$ cat config.mk
export PLATFORM = sky130hd
export DESIGN_NAME = axis_stream_out
export DESIGN_NICKNAME = d
export VERILOG_FILES = /design/src/rtl/axis_stream_out.sv
export SDC_FILE = /design/constraint.sdc
export NUM_CORES = 1
export LEC_CHECK = 0
export BUFFER_PORTS_ARGS = -buffer_cell sky130_fd_sc_hd__buf_2
export CAP_MARGIN = 40
export CORE_MARGIN = 2
export CORE_UTILIZATION = 45
export CTS_CLUSTER_DIAMETER = 50
export DETAILED_ROUTE_END_ITERATION = 16
export HOLD_SLACK_MARGIN = 0.12
export PLACE_DENSITY = 0.68
export SKIP_LAST_GASP = 1
export SYNTH_ARGS = -nofsm -noshare
export SYNTH_HDL_FRONTEND = slang
export SYNTH_SLANG_ARGS = --single-unit
$ cat constraint.sdc
create_clock -name clk -period 2.4 [get_ports clk]
set_input_delay 0.12 -clock clk [delete_from_list [all_inputs] [get_ports clk]]
set_output_delay 0.12 -clock clk [all_outputs]
set_load 0.01 [all_outputs]
$ cat src/rtl/axis_stream_out.sv
// rtl/axis_stream_out.sv - AXI-Stream master for the Up-Sampling output, with SOF/EOL tagging and a 2-entry skid buffer
module axis_stream_out #(
    parameter int AXIS_DATA_WIDTH = 32,
    parameter int AXIS_STRB_WIDTH = AXIS_DATA_WIDTH / 8,
    parameter int UPSP_DATA_WIDTH = 32,
    parameter int DST_IMG_WIDTH   = 3840,
    parameter int DST_IMG_HEIGHT  = 2160
) (
    input  logic                       clk,
    input  logic                       rst_n,
    input  logic                       UPSTR,
    input  logic                       upsp_ac_wvalid,
    input  logic [UPSP_DATA_WIDTH-1:0] upsp_ac_wdata,
    output logic                       ac_upsp_wready,
    output logic                       UPENDW,
    output logic                       m_axis_tvalid,
    input  logic                       m_axis_tready,
    output logic [AXIS_DATA_WIDTH-1:0] m_axis_tdata,
    output logic [AXIS_STRB_WIDTH-1:0] m_axis_tstrb,
    output logic [AXIS_STRB_WIDTH-1:0] m_axis_tkeep,
    output logic                       m_axis_tlast,
    output logic                       m_axis_tuser,
    output logic                       m_axis_tid,
    output logic                       m_axis_tdest
);

    localparam int CW = (DST_IMG_WIDTH  > 1) ? $clog2(DST_IMG_WIDTH)  : 1;
    localparam int RW = (DST_IMG_HEIGHT > 1) ? $clog2(DST_IMG_HEIGHT) : 1;
    localparam logic [CW-1:0] COL_LAST = CW'(DST_IMG_WIDTH - 1);
    localparam logic [RW-1:0] ROW_LAST = RW'(DST_IMG_HEIGHT - 1);

    localparam logic [1:0] S_IDLE = 2'd0;
    localparam logic [1:0] S_RUN  = 2'd1;
    localparam logic [1:0] S_DONE = 2'd2;

    logic [1:0]                 state;
    logic [CW-1:0]              in_col;
    logic [RW-1:0]              in_row;
    logic                       in_done;
    logic [1:0]                 occ;
    logic [AXIS_DATA_WIDTH-1:0] head_data, tail_data;
    logic                       head_sof, head_eol, head_eof;
    logic                       tail_sof, tail_eol, tail_eof;

    logic                       accept, pop, start;
    logic                       in_sof, in_eol, in_eof;
    logic [AXIS_DATA_WIDTH-1:0] in_data;

    assign start  = (state == S_IDLE) & UPSTR;
    assign accept = upsp_ac_wvalid & ac_upsp_wready;
    assign pop    = m_axis_tvalid & m_axis_tready;
    assign in_sof = (in_col == '0) & (in_row == '0);
    assign in_eol = (in_col == COL_LAST);
    assign in_eof = in_eol & (in_row == ROW_LAST);
    assign in_data = AXIS_DATA_WIDTH'(upsp_ac_wdata);

    // Ready depends only on registered state so upstream never sees a path from tready.
    assign ac_upsp_wready = (state == S_RUN) & ~in_done & (occ != 2'd2);
    assign UPENDW         = (state == S_DONE);

    assign m_axis_tvalid = (occ != 2'd0);
    assign m_axis_tdata  = head_data;
    assign m_axis_tuser  = head_sof & m_axis_tvalid;
    assign m_axis_tlast  = head_eol & m_axis_tvalid;
    assign m_axis_tstrb  = '1;
    assign m_axis_tkeep  = '1;
    assign m_axis_tid    = 1'b0;
    assign m_axis_tdest  = 1'b0;

    always_ff @(posedge clk or negedge rst_n) begin
        if (!rst_n) begin
            state <= S_IDLE;
        end else begin
            case (state)
                S_IDLE:  if (UPSTR) state <= S_RUN;
                S_RUN:   if (pop && head_eof) state <= S_DONE;
                S_DONE:  state <= S_IDLE;
                default: state <= S_IDLE;
            endcase
        end
    end

    always_ff @(posedge clk or negedge rst_n) begin
        if (!rst_n) begin
            in_col  <= '0;
            in_row  <= '0;
            in_done <= 1'b0;
        end else if (start) begin
            in_col  <= '0;
            in_row  <= '0;
            in_done <= 1'b0;
        end else if (accept) begin
            if (in_eof) in_done <= 1'b1;
            if (in_eol) begin
                in_col <= '0;
                in_row <= (in_row == ROW_LAST) ? '0 : in_row + 1'b1;
            end else begin
                in_col <= in_col + 1'b1;
            end
        end
    end

    // Head entry feeds the AXIS outputs directly; tail only fills while the head is stalled.
    always_ff @(posedge clk or negedge rst_n) begin
        if (!rst_n) begin
            occ       <= 2'd0;
            head_data <= '0;
            head_sof  <= 1'b0;
            head_eol  <= 1'b0;
            head_eof  <= 1'b0;
            tail_data <= '0;
            tail_sof  <= 1'b0;
            tail_eol  <= 1'b0;
            tail_eof  <= 1'b0;
        end else begin
            case (occ)
                2'd0: begin
                    if (accept) begin
                        head_data <= in_data;
                        head_sof  <= in_sof;
                        head_eol  <= in_eol;
                        head_eof  <= in_eof;
                        occ       <= 2'd1;
                    end
                end
                2'd1: begin
                    if (accept && pop) begin
                        head_data <= in_data;
                        head_sof  <= in_sof;
                        head_eol  <= in_eol;
                        head_eof  <= in_eof;
                    end else if (accept) begin
                        tail_data <= in_data;
                        tail_sof  <= in_sof;
                        tail_eol  <= in_eol;
                        tail_eof  <= in_eof;
                        occ       <= 2'd2;
                    end else if (pop) begin
                        occ <= 2'd0;
                    end
                end
                2'd2: begin
                    if (pop) begin
                        head_data <= tail_data;
                        head_sof  <= tail_sof;
                        head_eol  <= tail_eol;
                        head_eof  <= tail_eof;
                        occ       <= 2'd1;
                    end
                end
                default: occ <= 2'd0;
            endcase
        end
    end

endmodule

# After elaboration in Yosys (flattened, before gate mapping)
# Index checks and enable logic that the tools add are counted.
[word_totals]
ff_bits = 99
in_bits = 37
output_inout_bits = 47
wordCells = 92
[classes]
n_addsub = 2
eq_ne = 14
mux = 35
n_bitwise = 11
reduce_logical = 17
[ops]
columns = ["op", "count"]
rows = [
  ["$mux 32", 3],
  ["$pmux 32 s3", 1],
  ["$mux 12", 7],
  ["$add 12x1->12 const B", 2],
  ["$eq 12x12->1 const B", 2],
  ["$logic_not 12->1", 2],
  ["$mux 2", 7],
  ["$mux 1", 12],
  ["$ne 2x2->1 const B", 6],
  ["$and 1x1->1", 9],
  ["$pmux 1 s3", 3],
  ["$reduce_and 4->1", 2],
  ["$reduce_bool 2->1", 4],
  ["$pmux 2 s3", 1],
  ["$reduce_and 2->1", 3],
  ["$eq 2x1->1 const B", 2],
  ["$eq 2x2->1 const B", 2],
  ["$logic_not 2->1", 2],
  ["$pmux 2 s2", 1],
  ["$ne 3x3->1 const B", 1],
  ["$reduce_and 3->1", 1],
  ["$reduce_bool 3->1", 1],
  ["$logic_and 1x1->1", 2],
  ["$ne 2x1->1 const B", 1],
  ["$not 1->1", 2],
]

# Depth between registers and ports, before layout
# Gate-level depths: netlist (run 1).
[logic_depth]
word_depth = 7
depth_mapped = 7
ltp_nobuf = 6

# Worst setup path before layout (run 1)
# OpenSTA, ideal clock, no wires.
[synth_path]
kind = "reg2reg"
from = "reg in_row[9]"
to = "reg in_row[3]"
setup_ps = 132
arrival_time_ps = 1964
t_required_ps = 2268
path_slack_ps = 303
path_stages_with_launch = 5
n_path_buf = 0
period_less_slack_ps = 2097
cell_sequence = "dfrtp_1 -> or4_4 -> or4_4 -> a2111oi_2 -> o22ai_1"
[synth_via]
elab_chain_len = 5
[synth_rtl]
columns = ["element", "line", "source"]
rows = [
  ["from (decl)", "38", "logic [RW-1:0] in_row;"],
  ["from (signal assigned)", "96", "in_row <= (in_row == ROW_LAST) ? '0 : in_row + 1'b1;"],
  ["$eq 12x12->1", "96", ""],
  ["$mux 12", "96", ""],
  ["$mux 12", "94", "if (in_eol) begin"],
  ["$mux 12", "92", "end else if (accept) begin"],
  ["$mux 12", "88", "end else if (start) begin"],
]
# Every way passes these cells. The select of a mux whose other input is x is not followed.
# A chain may end at the register's enable or synchronous reset.

# Final worst setup path (run 1)
[layout_path]
from = "reg in_row[9]"
to = "reg in_row[8]"
# Same word-level chain as after synthesis.

==> results of run 1 <==
==> cells by family (layout without fill, tap and decap cells) <==
family	count (synthesis)	count (layout)	share of synthesized area (%)
other	2	10	0.155
buffers and inverters	47	145	4.53
multiplexers	37	37	8.54
AO/OA/AOI/OAI	94	94	13.4
flip-flops	99	99	51.2
AND/OR/NAND/NOR	210	210	21.2
adder cells (fa/ha/maj)	4	4	1.03
==> worst max-delay path by stage <==
stage                     startpoint        end  slack [ps]  depth (start not counted)
after detailed placement   in_row[9]  in_row[8]         200                          4
after global placement     in_row[9]  in_row[3]         250                          4
after global routing       in_row[9]  in_row[8]          70                          4
after CTS                  in_row[9]  in_row[8]         180                          4
after floorplan            in_row[9]  in_row[3]         300                          4
final                      in_row[9]  in_row[8]         170                          4
==> flip-flops by register name, summed over array words and instances, names as in the netlist, 2 cells and up <==
name	flops
in_row	12
occ	2
tail_data	32
in_col	12
state	2
m_axis_tdata	32
==> area by class of cell <==
cell class              count  area [um^2]
multi-input cells         355         2180
clock buffers               9          124
well taps                 136          170
fillers                   894         4480
flip-flops and latches     99         2480
inverters                   7         26.3
clock inverters             7         65.1
repair buffers            122          846
==> cell usage after synthesis, drive strengths merged, types with 2 or more instances <==
cell	n
buf	15
o211ai	3
a32o	3
nor4	6
o41ai	2
nor2b	6
conb	2
or4	5
nor3	7
o31ai	6
o22ai	4
nor2	44
and2	7
and4	3
o2111ai	4
mux2i	3
and3	4
inv	7
nand2	86
dfrtp	99
a21oi	15
nand4	10
a31oi	38
or2	3
ha	4
or3	10
nand3	7
mux2	34
nand2b	3
clkbuf	25
o21ai	9
a2111oi	4
nor4b	2
nor3b	3
==> critical path, stage by stage (launching register included) <==
cell and delay, ps:
dfrtp_1 460, or4_4 600, or4_4 600, a2111oi_2 320, a211oi_1 130
==> per-layer routing <==
layer / GRT usage (%) / wire length, um / vias up
li1: - / - / 1954
met2: 33.6 / 5560 / 130
met4: 7.23 / 175 / 0
met1: 28.9 / 5000 / 1983
met3: 2.72 / 627 / 12
met5: 0 / 0 / -
==> power by group through the flow <==
stage	Clock, mW	Sequential, mW	Combinational, mW
2_1_floorplan	0	2.72	1.21
3_3_place_gp	0	2.64	1.96
3_5_place_dp	0	2.68	2.03
4_1_cts	1.07	2.64	2.08
5_1_grt	1.13	2.72	2.31
6_report	1.04	2.65	2.05
==> metrics by stage <==
stage	total power [mW]	setup WS, ps	hold WS, ps	cell area (um^2)	util (%)
floorplan	3.94	303	-176	4870	-
global placement	4.60	249	200	5360	51.7
detailed placement	4.71	196	203	5360	51.7
CTS	5.79	179	261	5890	56.8
global route	6.17	70.5	307	5890	56.8
finish	5.74	167	269	5890	56.8
==> timing repair <==
item	CTS	global route
resized for setup	0	0
hold endpoints to repair	113	0
hold buffers	34	0
==> summary.txt, run 1 <==
Clock tree
  – TritonCTS clock tree: built
  – Htree depth: 3
  – Post-CTS Setup Bufs: 0
  – Total CTS buffers: 9
  – Clk_lat worst skew: 360 ps
  – Sink Count: 99
  – Clk root buf: clkbuf_8
  – Reg clk slew, reported paths: approximately 100 ps
  – CTS max path bufs: 2

Global routing
  – Global-route wire length before repair: between 15000 and 20000 um
  – Maximum number of pins on one net before global-route repair: 71
  – Antenna violations before repair: 0
  – Vias in the first global route: about 4000
  – GRT Residual Overflow: 0
  – Overall Global Routing Usage: about a fifth

STA
  – RSZ-0062 raised after global routing: no
  – Max transition margin: between 50% and 60%
  – Crit path time final: 2230 ps
  – Final Skew: 14.5 ps
  – Final setup TNS: 0 ps
  – Setup violations, final: 0
  – Pin slew with the least headroom to its limit: around 700 ps
  – Final slew viol count: 0
  – Final hold vios: 0
  – Final worst path period share: 93.0%
  – Fmax: 448 MHz

Run status
  – Status: finished clean

Placed design
  – Dpl hpwl: 7250 um
  – Port bufs: 73
  – Placed insts: 685
  – GPL Wtd Cong: 0.867

Worst hold path
  – Hold Path End: occ[0]
  – HP Class: in2reg
  – Hold Crit Depth: 5
  – Worst min-delay path startpoint: upsp_ac_wvalid

Power and ir drop
  – Sw frac: 36.9%
  – Clk pwr share: 18.1%
  – Switching pwr: 2.12 mW
  – Static Leak: roughly 2.5 nW
  – Seq pwr share: 46.1%
  – Power per cell area: 975 mW/mm^2
  – Pint: ~3.6 mW
  – Peak VDD IR: 0.825 mV
  – Comb power frac: between 30% and 40%

Cells and area
  – Share of layout cells above drive strength 1: 25.4%
  – Antenna diodes: 0
  – Nets: between 600 and 700
  – Commonest non-fill, non-tap cells in the layout: dfrtp_1, nand2_1, buf_2, nor2_1, a31oi_1
  – Area Overhead vs Synth: 21.9%
  – Most common cell after layout, fill and taps aside: dfrtp_1
  – Finished Layout Cells: 735

Logic synthesis
  – Yosys top cell area share: 51.2%
  – Async SR Flop Fraction: between 90% and 100%
  – Register area share after synthesis: 51.2%
  – Avg Cell Area, Syn: a little under 10 um^2
  – Yosys Warn Count: 0
  – Area contributors post-synth: dfrtp_1, mux2_2, nand2_1
  – Post-synth cell types: 52
  – Main synth FF type: dfrtp_1
  – Post-synthesis register bit count: 99
  – Cell taking the most area after synthesis: dfrtp_1
  – Post-Syn Area: 0.00484 mm^2
  – Cells after Synth: 493
  – Number of synthesized flops with an enable pin: 0

Flow run
  – Maxcap violations: 0

Routing
  – Vias: just over 4000
  – Post-DRT Antenna Nets: 0
  – Initial DRC count: about 400
  – Wire per inst: 15.5 um
  – Vias per cell: 5.55
  – 1st-pass router iterations: 4
  – Final WL: 11400 um
  – Number of remaining DRC errors: 0

Worst setup path
  – FF-to-FF Start: in_row[9]
  – Number of cells on the worst reg-to-reg path: 4
  – Crit Reg-Reg Endpoint: in_row[8]
  – Worst Path Arrival: 2460 ps
  – Critical path capture point type: flop
  – Crit Path Category: reg2reg
  – Crit-path max FO: 6
  – Reg-to-reg slack, setup: 170 ps
  – Data required time of the worst path: about 2600 ps
  – Startpoint types: flop

Floorplan
  – Total die area: 0.0116 mm^2
  – IO Pins: 84
  – Site row count: 37
  – Die Wd: 108 um
  – Core box area: 0.0104 mm^2
  – Initial Utilization: a little under half
  – Die Y-Extent: between 100 and 150 um
(Power assumes the default switching activity.)
==> run 2, diff against run 1 <==
ABC_AREA = 1   (was default)
==> run 2 against run 1 <==
Global-route usage is 0.96 points lower. Total power is 12% higher. Cell count is 25% higher. Non-clock buffer count is 9 lower. Largest cell class unchanged. Clock-buffer cell count is 1 higher. Sequential share of layout area is 1.6 points lower.
==> summary.txt, run 2 <==
Worst setup path
  – Crit path max-delay cell type: dfrtp_1
  – Crit path cell chain: ha_1 -> nand2_1 -> nor2_1 -> nand3_1 -> nand2_1 -> nand2_2 -> nor2_2 -> nand2_1 -> nand2_1
  – Startpoint types: flop
  – Worst setup path end: in_row[10]
  – Data required time of the worst path: 2690 ps (+70 ps)
  – Crit path largest cell delay: 370 ps (-230 ps)
  – Number of cells on the worst reg-to-reg path: 9 (+5)
  – Worst Path Arrival: 2380 ps (-80 ps)
  – Critical path capture point type: flop
  – Cell family with most CP delay: simple AND/OR/NAND/NOR gates
  – FF-to-FF Start: in_col[1]
  – Buf/Inv on CP: 0 (unchanged)
  – CP startpoint: in_col[1]
  – Reg-to-reg slack, setup: 310 ps (+150 ps)
  – Crit Reg-Reg Endpoint: in_row[10]
  – Levels on crit path: 9 (+5)
  – Cell mode on critical path: nand2_1
  – Crit-path max FO: 24 (+18)
  – Crit Path Category: reg2reg

Clock tree
  – Clk root buf: clkbuf_16
  – Reg clk slew, reported paths: 70 ps (-30 ps)
  – Total CTS buffers: 9 (unchanged)
  – Htree depth: 3 (unchanged)
  – CTS max path bufs: 2 (unchanged)
  – Sink Count: 99 (unchanged)
  – TritonCTS clock tree: built
  – Clk_lat worst skew: 350 ps (about the same)
  – Post-CTS Setup Bufs: 0 (unchanged)

Floorplan
  – Initial Utilization: 46.6% (about the same)
  – Die Y-Extent: 110 um (+2.6%)
  – Core box area: 0.0109 mm^2 (+5.5%)
  – Die Wd: 110 um (+2.6%)
  – IO Pins: 84 (unchanged)
  – Total die area: 0.0122 mm^2 (+5.2%)
  – Site row count: 38 (+2.7%)

STA
  – Final slew viol count: 0 (unchanged)
  – Setup violations, final: 0 (unchanged)
  – Final setup TNS: 0 ps (unchanged)
  – Final hold vios: 0 (unchanged)
  – Final worst path period share: 87.0% (-6.1 points)
  – Crit path time final: 2090 ps (-146 ps)
  – RSZ-0062 raised after global routing: no
  – Fmax: 479 MHz (+7.0%)
  – Final Skew: 6.96 ps (-7.54 ps)
  – Pin slew with the least headroom to its limit: 753 ps (+63.3 ps)
  – Max transition margin: 49.7% (-4.3 points)

Logic synthesis
  – Main synth FF type: dfrtp_1
  – Yosys top cell area share: 48.6% (-2.6 points)
  – Post-Syn Area: 0.00510 mm^2 (+5.4%)
  – Async SR Flop Fraction: 100% (unchanged)
  – Yosys Warn Count: 0 (unchanged)
  – Post-synthesis register bit count: 99 (unchanged)
  – Synth top cells by count: nand2_1, dfrtp_1, inv_1
  – Avg Cell Area, Syn: 7.50 um^2 (-24%)
  – Most frequent cell after synthesis: nand2_1
  – Area contributors post-synth: dfrtp_1, nand2_1, o21ai_0
  – Cell taking the most area after synthesis: dfrtp_1
  – Cells after Synth: 680 (+38%)
  – Number of synthesized flops with an enable pin: 0 (unchanged)
  – Register area share after synthesis: 48.6% (-2.6 points)
  – Post-synth cell types: 32 (-38%)

Power and ir drop
  – Power per cell area: 1050 mW/mm^2 (+7.5%)
  – Peak VDD IR: 0.608 mV (-26%)
  – Static Leak: 3.20 nW (+26%)

Cells and area
  – Commonest non-fill, non-tap cells in the layout: nand2_1, dfrtp_1, inv_1, buf_2, o21ai_0
  – Antenna diodes: 0 (unchanged)
  – Nets: 814 (+28%)
  – Fillers: 1026 (+15%)
  – Share of layout cells above drive strength 1: 13.8% (-12 points)
  – Most common cell after layout, fill and taps aside: nand2_1
  – Area Overhead vs Synth: 20.1%
  – Final Cell Area: 0.00612 mm^2 (+3.8%)

Global routing
  – Maximum number of pins on one net before global-route repair: 53 (-25%)
  – Antenna violations before repair: 0 (unchanged)
  – Global-route wire length before repair: 20100 um (+4.0%)
  – Overall Global Routing Usage: 19.9% (-0.96 points)
  – GRT Residual Overflow: 0 (unchanged)
  – Vias in the first global route: 4334 (+8.5%)

Flow run
  – Maxcap violations: 0 (unchanged)

Worst hold path
  – Hold Crit Depth: 3 (-2)
  – HP Class: in2reg

Routing
  – Vias: 4504 (+10%)
  – Wire per inst: 12.6 um (-19%)
  – Vias per cell: 4.91 (-11%)
  – 1st-pass router iterations: 5 (+1)
  – Number of remaining DRC errors: 0 (unchanged)
  – Final WL: 11500 um (+1.3%)
  – Post-DRT Antenna Nets: 0 (unchanged)
  – Initial DRC count: 217 (-46%)

Placed design
  – DP Area: 0.00550 mm^2 (+2.5%)
  – Dpl hpwl: 7650 um (+5.6%)
  – Port bufs: 73 (unchanged)
  – GPL Wtd Cong: 0.852 (-1.8%)

Run status
  – Status: finished clean
==> run 2: power by group <==
group / internal, mW / switching (mW)
Combinational: 0.806 / 1.45
Clock: 0.810 / 0.649
Sequential: 2.32 / 0.378
Total: 3.93 / 2.48
==> run 2: metrics by stage <==
step	std cells	hold WS [ps]	setup slack (ps)	util (%)	total power, mW
CTS	917	123	322	56.0	6.46
global route	917	127	54.8	56.0	6.93
global placement	869	191	379	50.3	4.85
finish	917	119	313	56.0	6.41
floorplan	688	-176	923	-	4.28
detailed placement	869	190	348	50.3	4.94
==> run 2: logic make-up (layout without fill, tap and decap cells) <==
| kind of cell | after synthesis | in the layout | synth area share, % |
|---|---|---|---|
| AND/OR/NAND/NOR | 363 | 363 | 30.0 |
| buffers and inverters | 116 | 205 | 10.3 |
| flip-flops | 99 | 99 | 48.6 |
| AO/OA/AOI/OAI | 93 | 93 | 9.45 |
| adder cells (fa/ha/maj) | 4 | 4 | 0.982 |
| XOR/XNOR | 3 | 3 | 0.516 |
| other | 2 | 10 | 0.147 |
==> run 2: layout make-up <==
cell class / count / area (um^2) / area share (%)
flip-flops and latches: 99 / 2480 / 40.5
multi-input cells: 473 / 2120 / 34.7
repair buffers: 113 / 763 / 12.5
inverters: 77 / 289 / 4.72
clock buffers: 10 / 229 / 3.74
well taps: 140 / 175 / 2.86
clock inverters: 5 / 62.6 / 1.02
==> run 2: layer usage <==
metal / vias up / part of all wire (%) / track usage (%)
met2: 102 / 46 / 32.3
met5: - / 0 / 0
li1: 2305 / - / -
met1: 2085 / 48 / 26.5
met4: 0 / 1.4 / 6.67
met3: 12 / 4.3 / 4.23
==> run 2: what timing repair did <==
action / 4_1_cts / 5_1_grt
hold buffers: 33 / 0
gates resized for setup: 0 / 0
endpoints found under the hold margin: 79 / 0
==> run 2: how the worst min path moves through the flow <==
stage | startpoint | to | slack (ps)
4_1_cts | m_axis_tready | state[1] | 120
6_report | m_axis_tready | state[1] | 120
3_3_place_gp | rst_n | tail_data[9] | 190
5_1_grt | m_axis_tready | state[1] | 130
2_1_floorplan | rst_n | head_eof | -180
3_5_place_dp | rst_n | tail_data[9] | 190
==> run 2: worst min-delay path, delay by kind of cell <==
| family | cells | cell delay, ps |
|---|---|---|
| buf+inv | 1 | 150 |
| simple gates | 2 | 170 |
